File: src/rtl/mispred_recovery.sv
// mispred_recovery: latches the oldest mispredicted branch, flushes the back end, then redirects fetch.
module mispred_recovery #(
  parameter int FLUSH_CYCLES = 2,
  parameter int CNT_W = 32
) (
  input  logic             clk,
  input  logic             rst,
  input  logic [75:0]      IN_branch,
  input  logic             IN_redirReady,
  output logic             OUT_flush,
  output logic [6:0]       OUT_flushSqN,
  output logic [6:0]       OUT_flushLoadSqN,
  output logic [6:0]       OUT_flushStoreSqN,
  output logic             OUT_fullFlush,
  output logic             OUT_redirValid,
  output logic [31:0]      OUT_redirPC,
  output logic [15:0]      OUT_redirHistory,
  output logic [4:0]       OUT_redirFetchID,
  output logic             OUT_busy,
  output logic [CNT_W-1:0] OUT_mispredCnt
);
  localparam int FW = FLUSH_CYCLES > 1 ? $clog2(FLUSH_CYCLES) : 1;
  typedef enum logic [1:0] {IDLE, FLUSH, REDIRECT} state_t;
  state_t state;
  logic [FW-1:0] fcnt;
  logic [6:0] diff;
  logic accept;
  // Negative 7-bit difference means the incoming branch is older, wrap-around included.
  assign diff = IN_branch[43:37] - OUT_flushSqN;
  assign accept = IN_branch[0] && (state == IDLE || diff[6]);
  always_ff @(posedge clk) begin
    if (rst) begin
      state <= IDLE;
      fcnt <= '0;
      OUT_flush <= 1'b0;
      OUT_redirValid <= 1'b0;
      OUT_busy <= 1'b0;
      OUT_flushSqN <= '0;
      OUT_flushLoadSqN <= '0;
      OUT_flushStoreSqN <= '0;
      OUT_fullFlush <= 1'b0;
      OUT_redirPC <= '0;
      OUT_redirHistory <= '0;
      OUT_redirFetchID <= '0;
      OUT_mispredCnt <= '0;
    end else if (accept) begin
      state <= FLUSH;
      fcnt <= FW'(FLUSH_CYCLES - 1);
      OUT_flush <= 1'b1;
      OUT_redirValid <= 1'b0;
      OUT_busy <= 1'b1;
      OUT_redirPC <= IN_branch[75:44];
      OUT_flushSqN <= IN_branch[43:37];
      OUT_flushLoadSqN <= IN_branch[36:30];
      OUT_flushStoreSqN <= IN_branch[29:23];
      OUT_fullFlush <= IN_branch[22];
      OUT_redirFetchID <= IN_branch[21:17];
      OUT_redirHistory <= IN_branch[16:1];
      if (~&OUT_mispredCnt) OUT_mispredCnt <= OUT_mispredCnt + 1'b1;
    end else if (state == FLUSH) begin
      if (fcnt == '0) begin
        state <= REDIRECT;
        OUT_flush <= 1'b0;
        OUT_redirValid <= 1'b1;
      end else begin
        fcnt <= fcnt - 1'b1;
      end
    end else if (state == REDIRECT && IN_redirReady) begin
      state <= IDLE;
      OUT_redirValid <= 1'b0;
      OUT_busy <= 1'b0;
    end
  end
endmodule

File: config.mk
export PLATFORM = sky130hd
export DESIGN_NAME = mispred_recovery
export DESIGN_NICKNAME = d
export VERILOG_FILES = /design/src/rtl/mispred_recovery.sv
export SDC_FILE = /design/constraint.sdc
export NUM_CORES = 1
export LEC_CHECK = 0
export BUFFER_PORTS_ARGS = -buffer_cell sky130_fd_sc_hd__buf_2
export CORE_MARGIN = 4
export CORE_UTILIZATION = 23
export DETAILED_ROUTE_END_ITERATION = 7
export GPL_TIMING_DRIVEN = 0
export RECOVER_POWER = 25
export SLEW_MARGIN = 20
export SYNTH_ARGS = -nofsm -noshare
export SYNTH_HDL_FRONTEND = slang
export SYNTH_SLANG_ARGS = --single-unit
File: constraint.sdc
create_clock -name clk -period 5.1 [get_ports clk]
set_input_delay 0.51 -clock clk [delete_from_list [all_inputs] [get_ports clk]]
set_output_delay 0.51 -clock clk [all_outputs]
set_load 0.05 [all_outputs]
==> flow_metrics.py, run 1 <==
metrics = {
    "place": {
        "gpl.final_weighted_congestion": 0.8132,
        "dp_cells": 1032,
        "detailed_placement_hpwl_mm": 11.44,
        "port_buffers": 186,
    },
    "clock_tree": {
        "worst_skew_pair.late_latency_ns": 0.37,
        "cts_root_buffer": "clkbuf_16",
        "cts_post_setup_buffers_inserted": 0,
        "cts.sink_count": 112,
        "h-tree-depth": 3,
        "cts_made_buffers": 9,
        "clkSlewWorstSetupHoldPaths_ns": 0.09,
        "cts_hold_buf": 0,
        "tritoncts_clock_tree": "yes",
        "cts_buffer_depth": 2,
        "resized_cells_post_cts": 0,
    },
    "sta": {
        "final_worst_path_period_share": 0.5898,
        "tightest_slew_ns": 0.7197,
        "timing_max_transition_violations_final": 0,
        "timing.fmax_mhz": 332.4,
        "post_route_setup_tns_ns": 0,
        "timing.final.setup_violations": 0,
        "final-hold-violation-count": 0,
        "timing.final.crit_period_ns": 3.008,
        "maxSlewHeadroom": 0.5202,
        "worst_clock_skew_ns": 0.01754,
        "setup_repair_after_global_routing_missed_its_margin": "false",
    },
    "logic_synthesis": {
        "synth_compound_gate_area_share": 0.1514,
        "synthAdderAreaFrac": 0.01625,
        "yosys_warnings": 0,
        "synth_sequential_area_ratio": 0.4852,
        "synth.top_cell.area_share": 0.4852,
        "netlist_instances": 581,
        "seq_cells_post_synth": 112,
        "dominant_combinational_cell_family_by_area_after_synthesis": "simple AND/OR/NAND/NOR gates",
        "ys_top_cells_by_area": "dfxtp_1 (49%), nand2_1 (13%), a21oi_1 (11%)",
        "syn_avg_cell_area_sq_um": 7.953,
        "synth.mux.area_fraction": 0.03412,
        "synth.lib_cells_used.distinct": 38,
        "post_synth_and_or_nand_nor_area_fraction": 0.2719,
        "synth_area_sq_um": 4621,
        "postSynthNetCount": 666,
        "synth.largest_area_cell": "dfxtp_1",
        "post_synth_xor_area_fraction": 0.001895,
    },
    "routing": {
        "viasPerCell": 4.444,
        "initialDrtViolationCount": 221,
        "first_pass_iters": 4,
        "num_vias": 4662,
        "drt_wl_total_mm": 15.08,
        "wl_per_cell_um": 14.37,
        "ant_nets": 0,
        "route.detailed.drc": 0,
    },
    "cells_and_area": {
        "fillerInstances": 2147,
        "area_growth_pct": 32.39,
        "final_layout_size_suffix_gt1_frac": 0.2158,
        "nets": 863,
        "final-instance-count-excl-fill": 1049,
    },
    "floorplan": {
        "core_sq_um": 19590,
        "placementRows": 51,
        "chipWidth_um": 149.7,
        "die_area_sq_um": 22420,
        "floorplan.die.height_um": 149.7,
        "design.portCount": 189,
        "floorplan.initialDensity": 0.2359,
    },
    "setup_path": {
        "cell_chain_of_the_critical_path": "inv_1, ha_1, nand2_1, o21ai_0, a21oi_1, o211ai_1, clkbuf_1, clkbuf_1, nand2_1, a21oi_1",
        "critical_path_peak_fanout": 10,
        "required_ns": 5.39,
        "critical_path.slowest_cell": "clkbuf_1",
        "path_type_of_the_worst_setup_path": "flop to flop",
        "cp-start-kind": "flop",
        "critical_path.endpoint_type": "flop",
        "r2r_slack_ns": 2.09,
        "critical-path-max-stage-delay_ns": 0.55,
        "arrival_ns": 3.30,
    },
    "pwr": {
        "power_total_w": 0.002091,
        "vdd_ir_drop_max_mv": 0.1979,
        "leakagePower_nw": 2.440,
        "power-per-cell-area_nw_per_um2": 341.8,
    },
    "global_routing": {
        "grt_max_degree": 22,
        "grt_pass1_wl_mm": 23.71,
        "antenna_found_initial": 2,
        "grt_pass1_vias": 4505,
        "grt-ovfl-total": 0,
        "grt_util_all_layers": 0.1335,
    },
    "status": {
        "status": "finished clean",
    },
    "hold_path": {
        "holdCritPathClass": "primary input to flop",
    },
    "run": {
        "maxCapViolations": 0,
    },
}
## metal layers
| metal | share of wire | GRT usage | up-vias |
|---|---|---|---|
| li1 | - | - | 2380 |
| met1 | 0.44 | 0.1633 | 2105 |
| met2 | 0.46 | 0.2181 | 155 |
| met3 | 0.085 | 0.05360 | 18 |
| met4 | 0.012 | 0.03660 | 4 |
| met5 | 0.0023 | 0 | - |
## flip-flops by register name (all words and copies together), names as in the netlist, 5 cells and up
name and flops:
OUT_redirPC 32, OUT_flushStoreSqN 7, OUT_mispredCnt 32, OUT_flushLoadSqN 7, OUT_flushSqN 7, OUT_redirFetchID 5, OUT_redirHistory 16
## through the flow
stage            util  hold WS [ns]  area, sq um  setup WS (ns)
6_report       0.3123        0.3685         6117          2.092
5_1_grt        0.3121        0.3542         6115          1.692
4_1_cts        0.3156        0.3529         6183          2.006
3_5_place_dp   0.3003        0.4430         5883          1.779
3_3_place_gp   0.3003        0.4396         5883          1.821
2_1_floorplan       -        0.4565         4621          2.269
## cell type report
class / count / area, sq um / share of cell area
Antenna cell: 1 / 2.502 / 0.0004091
Buffer: 39 / 147.6 / 0.02414
Clock buffer: 9 / 225.2 / 0.03682
Clock inverter: 7 / 75.07 / 0.01227
Inverter: 9 / 33.78 / 0.005523
Multi-Input combinational cell: 421 / 2197 / 0.3592
Sequential cell: 112 / 2242 / 0.3665
Tap cell: 265 / 331.6 / 0.05420
Timing Repair Buffer: 186 / 862.1 / 0.1409
## cell usage after synthesis, drive strengths merged
cell	instances
and2	1
nor4b	4
nor2	21
a21oi	101
o31ai	10
mux2	14
a211o	1
nor2b	15
xor2	1
clkbuf	39
or4	13
nand3	12
nor4	7
nand4	7
and4	1
o211a	1
or3b	1
inv	9
nand2	166
o211ai	1
or2	1
nand2b	5
ha	6
or3	7
o21bai	1
o41ai	2
dfxtp	112
nand3b	1
nor3	5
a21o	1
nor3b	1
or4b	2
o21ai	12
## worst paths after layout
kind | start | to | cells after the start
max | OUT_flushSqN[5] | OUT_flushSqN[4] | 10
min | IN_branch[62] | OUT_redirPC[18] | 3
max reg2reg | OUT_flushSqN[5] | OUT_flushSqN[4] | 10
min reg2reg | OUT_redirHistory[14] | OUT_redirHistory[14] | 2
## layout by cell type (no fill, tap or decap), types with 2 or more instances in the layout
cell type,instances
nand4_1,7
nand3_1,11
a21oi_1,101
buf_2,131
clkinv_8,2
dfxtp_1,112
nor3_1,5
clkbuf_16,9
o31ai_1,10
or3_1,7
nand2b_1,5
o41ai_1,2
or4_1,11
nor4_1,7
nor2_1,20
o21ai_0,12
nand2_1,166
ha_1,6
nor2b_1,15
clkbuf_1,93
inv_1,9
or4_4,2
nor4b_1,4
or4b_2,2
inv_6,2
mux2_2,13
## critical path, delay by kind of cell (launching register included)
kind                       cells  cell delay, ns
buffers and inverters          3            1.07
AOI/OAI and AO/OA              4            1.06
DFF                            1            0.35
adders and majority gates      1            0.28
and+or+nand+nor                2            0.17
## logic make-up after synthesis
group                      count (synthesis)
AOI/OAI and AO/OA                        130
xor gates and xnor gates                   1
adders and majority gates                  6
buffers and inverters                     48
DFF                                      112
muxes                                     14
and+or+nand+nor                          270
## power breakdown
group	switching, W	internal (W)
Clock	0.000374	0.000348
Combinational	0.000323	0.0000945
Sequential	0.0000280	0.000923
Power figures use the tool's default switching activity.
==> run 2: changes to the inputs <==
--- a/config.mk
+++ b/config.mk
@@ -5,6 +5,7 @@
 export SDC_FILE = /design/constraint.sdc
 export NUM_CORES = 1
 export LEC_CHECK = 0
+export ABC_AREA = 1
 export BUFFER_PORTS_ARGS = -buffer_cell sky130_fd_sc_hd__buf_2
 export CORE_MARGIN = 4
 export CORE_UTILIZATION = 23
==> constraint.sdc (replaced) <==
create_clock -name clk -period 3 [get_ports clk]
set_input_delay 0.3 -clock clk [delete_from_list [all_inputs] [get_ports clk]]
set_output_delay 0.3 -clock clk [all_outputs]
set_load 0.05 [all_outputs]
==> flow_metrics.py, run 2 <==
metrics = {
    "cells_and_area": {
        "final_layout_size_suffix_gt1_frac": 0.2119,
        "layout_top_registers": "OUT_mispredCnt x32, OUT_redirPC x32, OUT_redirHistory x16",
        "layout.cells.most_common_list": "nor2_1 (203), nand2_1 (140), buf_2 (135)",
        "area_growth_pct": 29.35,
        "register_area_sq_um": 2242,
        "fillerInstances": 2453,
        "layout_commonest_cell": "nor2_1",
        "antenna-diode-count": 0,
        "nets": 1019,
        "final-instance-count-excl-fill": 1219,
        "multiInputGateArea_sq_um": 2643,
    },
    "place": {
        "gpl.final_weighted_congestion": 0.8851,
        "dp_cells": 1203,
        "detailed_placement_hpwl_mm": 13.22,
        "port_buffers": 186,
    },
    "global_routing": {
        "grt-ovfl-total": 0,
        "grt_pass1_vias": 5146,
        "grt_max_degree": 25,
        "antenna_found_initial": 1,
        "grt_util_all_layers": 0.1342,
        "grt_pass1_wl_mm": 26.76,
    },
    "logic_synthesis": {
        "synth_edf_count": 0,
        "synth.lib_cells_used.distinct": 30,
        "synth.top_cell.area_share": 0.4297,
        "synth_sequential_area_ratio": 0.4297,
        "synth.largest_area_cell": "dfxtp_1",
        "synth_area_sq_um": 5218,
        "dominantRegCellSynth": "dfxtp_1",
        "netlist_instances": 737,
        "synth.top_cells.by_count": "nor2_1 (203), nand2_1 (140), dfxtp_1 (112)",
        "synth_most_common_cell": "nor2_1",
        "ys_top_cells_by_area": "dfxtp_1 (43%), nor2_1 (15%), nand2_1 (10%)",
        "syn_avg_cell_area_sq_um": 7.079,
        "synth_async_sr_flop_share": 0,
        "seq_cells_post_synth": 112,
        "yosys_warnings": 0,
        "postSynthNetCount": 822,
    },
    "sta": {
        "setup_repair_after_global_routing_missed_its_margin": "false",
        "timing.fmax_mhz": 449.4,
        "maxSlewHeadroom": 0.5431,
        "post_route_setup_tns_ns": 0,
        "timing.final.setup_violations": 0,
        "timing_max_transition_violations_final": 0,
        "timing.final.crit_period_ns": 2.225,
        "tightest_slew_ns": 0.6854,
        "final-hold-violation-count": 0,
        "final_worst_path_period_share": 0.7418,
        "worst_clock_skew_ns": 0.01487,
    },
    "pwr": {
        "power-per-cell-area_nw_per_um2": 599.1,
        "leakagePower_nw": 2.827,
        "vdd_ir_drop_max_mv": 0.2581,
    },
    "clock_tree": {
        "worst_skew_pair.late_latency_ns": 0.36,
        "cts_post_setup_buffers_inserted": 0,
        "clkSlewWorstSetupHoldPaths_ns": 0.09,
        "cts_root_buffer": "clkbuf_16",
        "h-tree-depth": 3,
        "cts_buffer_depth": 2,
        "cts_hold_buf": 0,
        "resized_cells_post_cts": 0,
        "cts_made_buffers": 9,
        "cts.sink_count": 112,
        "tritoncts_clock_tree": "yes",
    },
    "routing": {
        "wl_per_cell_um": 13.88,
        "initialDrtViolationCount": 267,
        "viasPerCell": 4.353,
        "first_pass_iters": 5,
        "num_vias": 5306,
        "route.detailed.drc": 0,
        "drt_wl_total_mm": 16.92,
        "ant_nets": 0,
    },
    "setup_path": {
        "critical_path.endpoint_type": "flop",
        "path_type_of_the_worst_setup_path": "flop to flop",
        "cp-start-kind": "flop",
        "arrival_ns": 2.49,
        "required_ns": 3.26,
        "critical_path.slowest_cell": "dfxtp_1",
        "critical_path_peak_fanout": 10,
        "critical-path-max-stage-delay_ns": 0.36,
        "critical-path-top-cell-by-count": "inv_1",
        "cell_chain_of_the_critical_path": "inv_1, ha_1, nand2_1, inv_1, a21oi_1, nand3_1, nand3_4, nand2_4, clkbuf_2, buf_4, o21ai_0, nor2_1",
    },
    "floorplan": {
        "die_area_sq_um": 25160,
        "placementRows": 54,
        "floorplan.die.height_um": 158.6,
        "chipWidth_um": 158.6,
        "floorplan.initialDensity": 0.2362,
        "design.portCount": 189,
        "core_sq_um": 22090,
    },
    "run": {
        "maxCapViolations": 0,
    },
    "status": {
        "status": "finished clean",
    },
    "hold_path": {
        "holdCritPathClass": "primary input to flop",
    },
}
==> run 2: changes by cell type after synthesis, moves of 13 or more <==
cell / previous run / this run
nor2_1: 20 / 203
a21oi_1: 101 / 22
o21ai_0: 12 / 75
nand2_1: 166 / 140
nand4_1: 7 / 31
inv_1: 9 / 29
clkbuf_1: 38 / 23
nor2b_1: 15 / 0
nand2_2: 0 / 14
a21oi_2: 0 / 13
mux2_2: 13 / 0
nand3b_1: 1 / 14
==> run 2: power by group <==
group | internal [W] | leakage, nW | switching, W | total, W
registers | 0.00162 | 0.923 | 0.0000689 | 0.00168
clock network | 0.000615 | 0.154 | 0.000687 | 0.00130
logic | 0.000243 | 1.75 | 0.000813 | 0.00106
==> run 2: per-layer routing <==
| layer | vias to the layer above | part of all wire | global-route usage |
|---|---|---|---|
| li1 | 2760 | - | - |
| met1 | 2372 | 0.44 | 0.1682 |
| met2 | 151 | 0.47 | 0.2263 |
| met3 | 21 | 0.070 | 0.03479 |
| met4 | 2 | 0.014 | 0.04062 |
| met5 | - | 0.00077 | 0 |
==> run 2: worst paths after layout <==
check                        from                   to  slack, ns  cells after the start
setup / recovery  OUT_flushSqN[5]  OUT_redirHistory[4]       0.77                     12
hold / removal      IN_branch[34]  OUT_flushLoadSqN[4]       0.17                      3
setup reg to reg  OUT_flushSqN[5]  OUT_redirHistory[4]       0.77                     12
hold reg to reg              fcnt                 fcnt       0.47                      2
==> run 2: kinds of logic (layout without fill, tap and decap cells) <==
kind of cell             after synthesis  in the layout  share of synthesized area
AND/OR/NAND/NOR                      421            421                     0.3518
AO/OA/AOI/OAI                        112            112                     0.1168
flip-flops                           112            112                     0.4297
buffers and inverters                 72            274                    0.06379
XOR/XNOR                              14             14                    0.02350
adder cells (fa/ha/maj)                6              6                    0.01439
==> run 2: critical path: cells and delay by family (launching register included) <==
family,cells,cell delay (ns)
AND/OR/NAND/NOR,5,0.58
buffers and inverters,4,0.54
flip-flops,1,0.36
adder cells (fa/ha/maj),1,0.29
AO/OA/AOI/OAI,2,0.34
==> run 2: per-stage QoR <==
stage	total power, W	worst slack (ns)	util	instance area [sq um]	hold WS, ns
floorplan	0.002507	0.7668	-	5218	0.4440
CTS	0.004132	0.7384	0.3086	6818	0.1552
global route	0.004258	0.5324	0.3055	6749	0.1736
finish	0.004043	0.7747	0.3055	6749	0.1703
detailed placement	0.002808	0.7022	0.2941	6499	0.4614
global placement	0.002795	0.7518	0.2941	6499	0.4516
==> run 2: area by class of cell <==
cell class | count | area share
Clock buffer | 9 | 0.03337
Timing Repair Buffer | 186 | 0.1277
Tap cell | 280 | 0.05191
Inverter | 31 | 0.01724
Clock inverter | 7 | 0.01390
Sequential cell | 112 | 0.3322
Buffer | 41 | 0.03207
Multi-Input combinational cell | 553 | 0.3915
==> run 3: changes to the inputs <==
==> constraint.sdc (replaced) <==
create_clock -name clk -period 2.1 [get_ports clk]
set_input_delay 0.21 -clock clk [delete_from_list [all_inputs] [get_ports clk]]
set_output_delay 0.21 -clock clk [all_outputs]
set_load 0.05 [all_outputs]
==> flow_metrics.py, run 3 (synthesis gave the netlist of run 2 again) <==
metrics = {
    "status": {
        "status": "finished clean",
    },
    "sta": {
        "final-hold-violation-count": 0,
        "worst_clock_skew_ns": 0.01735,
        "maxSlewHeadroom": 0.5372,
        "timing_max_transition_violations_final": 0,
        "timing.final.setup_violations": 0,
        "tightest_slew_ns": 0.6941,
        "setup_repair_after_global_routing_missed_its_margin": "true",
        "timing.fmax_mhz": 503.3,
        "timing.final.crit_period_ns": 1.987,
        "final_worst_path_period_share": 0.9462,
    },
    "setup_path": {
        "r2r_slack_ns": 0.11,
        "arrival_ns": 2.24,
        "cp-start-kind": "flop",
        "critical_path_peak_fanout": 10,
        "critical_path.endpoint_type": "flop",
        "path_type_of_the_worst_setup_path": "flop to flop",
        "required_ns": 2.36,
    },
    "clock_tree": {
        "h-tree-depth": 3,
        "tritoncts_clock_tree": "yes",
        "cts_root_buffer": "clkbuf_16",
        "cts_buffer_depth": 2,
        "clkSlewWorstSetupHoldPaths_ns": 0.10,
        "cts.sink_count": 112,
        "worst_skew_pair.late_latency_ns": 0.37,
        "cts_made_buffers": 9,
    },
    "pwr": {
        "leakagePower_nw": 2.923,
        "net-switching-power_w": 0.002310,
        "vdd_ir_drop_max_mv": 0.4032,
        "sequential_group_share_of_total_power": 0.406,
        "power-per-cell-area_nw_per_um2": 853.6,
        "power.clock.fraction": 0.324,
        "internal_power_w": 0.003630,
        "power_frac_comb": 0.270,
        "power_switching_share": 0.3889,
    },
    "cells_and_area": {
        "final-instance-count-excl-fill": 1224,
        "nets": 1024,
        "final_layout_size_suffix_gt1_frac": 0.2458,
        "layout_commonest_cell": "nor2_1",
        "layout.cells.most_common_list": "nor2_1 (201), buf_2 (139), nand2_1 (138)",
        "antenna-diode-count": 0,
        "layout_top_registers": "OUT_mispredCnt x32, OUT_redirPC x32, OUT_redirHistory x16",
        "multiInputGateArea_sq_um": 2711,
        "fillerInstances": 2432,
        "design_area_sq_um": 6959,
        "area_growth_pct": 33.38,
        "register_area_sq_um": 2251,
    },
    "floorplan": {
        "die_area_sq_um": 25160,
        "chipWidth_um": 158.6,
        "floorplan.die.height_um": 158.6,
        "floorplan.initialDensity": 0.2362,
        "placementRows": 54,
        "design.portCount": 189,
        "core_sq_um": 22090,
    },
    "routing": {
        "num_vias": 5393,
        "drt_wl_total_mm": 17.08,
        "initialDrtViolationCount": 239,
        "route.detailed.drc": 0,
        "wl_per_cell_um": 13.96,
        "ant_nets": 0,
        "viasPerCell": 4.406,
        "first_pass_iters": 4,
    },
    "place": {
        "placement.cell_area_sq_um": 6505,
        "detailed_placement_hpwl_mm": 13.31,
        "gpl.final_weighted_congestion": 0.9318,
        "port_buffers": 186,
        "dp_cells": 1203,
    },
    "run": {
        "maxCapViolations": 0,
    },
    "global_routing": {
        "antenna_found_initial": 1,
        "grt_pass1_wl_mm": 26.68,
        "grt-ovfl-total": 0,
        "grt_util_all_layers": 0.1350,
        "grt_max_degree": 26,
        "grt_pass1_vias": 5169,
    },
    "hold_path": {
        "holdCritPathClass": "primary input to flop",
    },
}
[run 3: cell count changes in the layout (fill, tap and decap cells not counted), moves of 3 or more]
cell | before | now
clkbuf_2 | 1 | 8
clkbuf_1 | 78 | 65
o21ai_1 | 2 | 6
ha_4 | 0 | 3
dfxtp_1 | 112 | 107
buf_2 | 135 | 139
buf_6 | 3 | 7
ha_1 | 6 | 3
o21ai_0 | 75 | 70
dfxtp_2 | 0 | 4
[run 3: worst max-delay path, cell delays in order (launching register included)]
cell     delay, ns
dfxtp_2       0.35
inv_1         0.04
ha_1          0.27
nand2_2       0.08
inv_1         0.05
a21oi_2       0.15
nand2_1       0.09
nand2_2       0.08
nand3_4       0.14
nand2_8       0.15
inv_6         0.05
buf_12        0.14
buf_8         0.13
nor2_1        0.09
nor2_1        0.05
[run 3: path summary, 6_finish.rpt]
check	from	end	cells past startpoint
max	OUT_flushSqN[4]	OUT_flushSqN[3]	14
min	IN_branch[28]	OUT_flushStoreSqN[5]	3
max reg2reg	OUT_flushSqN[4]	OUT_flushSqN[3]	14
min reg2reg	OUT_busy	OUT_busy	2
[run 3: cell type report]
cell class | count | share of cell area
Buffer | 41 | 0.03955
Clock buffer | 9 | 0.03236
Clock inverter | 7 | 0.01546
Inverter | 31 | 0.01744
Multi-Input combinational cell | 553 | 0.3896
Sequential cell | 112 | 0.3234
Tap cell | 280 | 0.05034
Timing Repair Buffer | 191 | 0.1318
[run 3: what timing repair did]
item | 4_1_cts | 5_1_grt
buffers inserted | 1 | 4
setup endpoints to repair | 59 | 105
pin swaps | 1 | 3
hold buffers | 0 | 0
resized for setup | 7 | 44
[run 3: metal layers]
layer	vias up	wire, um	global-route usage
met5	-	13	0
met4	2	360	0.05199
met3	27	1172	0.03805
met2	171	8179	0.2277
met1	2410	7356	0.1630
li1	2783	-	-
[run 3: power by group through the flow]
stage / combinational [W] / clock [W] / sequential, W
floorplan: 0.000506 / 0 / 0.00308
global placement: 0.00155 / 0 / 0.00245
CTS: 0.00158 / 0.00201 / 0.00241
detailed placement: 0.00156 / 0 / 0.00245
global route: 0.00174 / 0.00209 / 0.00244
finish: 0.00161 / 0.00192 / 0.00241
[run 3: per-stage QoR]
step / setup slack (ns) / setup TNS, ns / utilization / hold slack (ns) / total power (W)
2_1_floorplan: 0.004420 / 0 / - / 0.3588 / 0.003585
3_3_place_gp: -0.1995 / -2.306 / 0.2944 / 0.4453 / 0.003999
3_5_place_dp: -0.1925 / -4.169 / 0.2944 / 0.4611 / 0.004014
4_1_cts: -0.02092 / -0.06098 / 0.3108 / 0.06535 / 0.005992
5_1_grt: -0.03585 / -0.3287 / 0.3150 / 0.07441 / 0.006265
6_report: 0.1131 / 0 / 0.3150 / 0.08149 / 0.005941
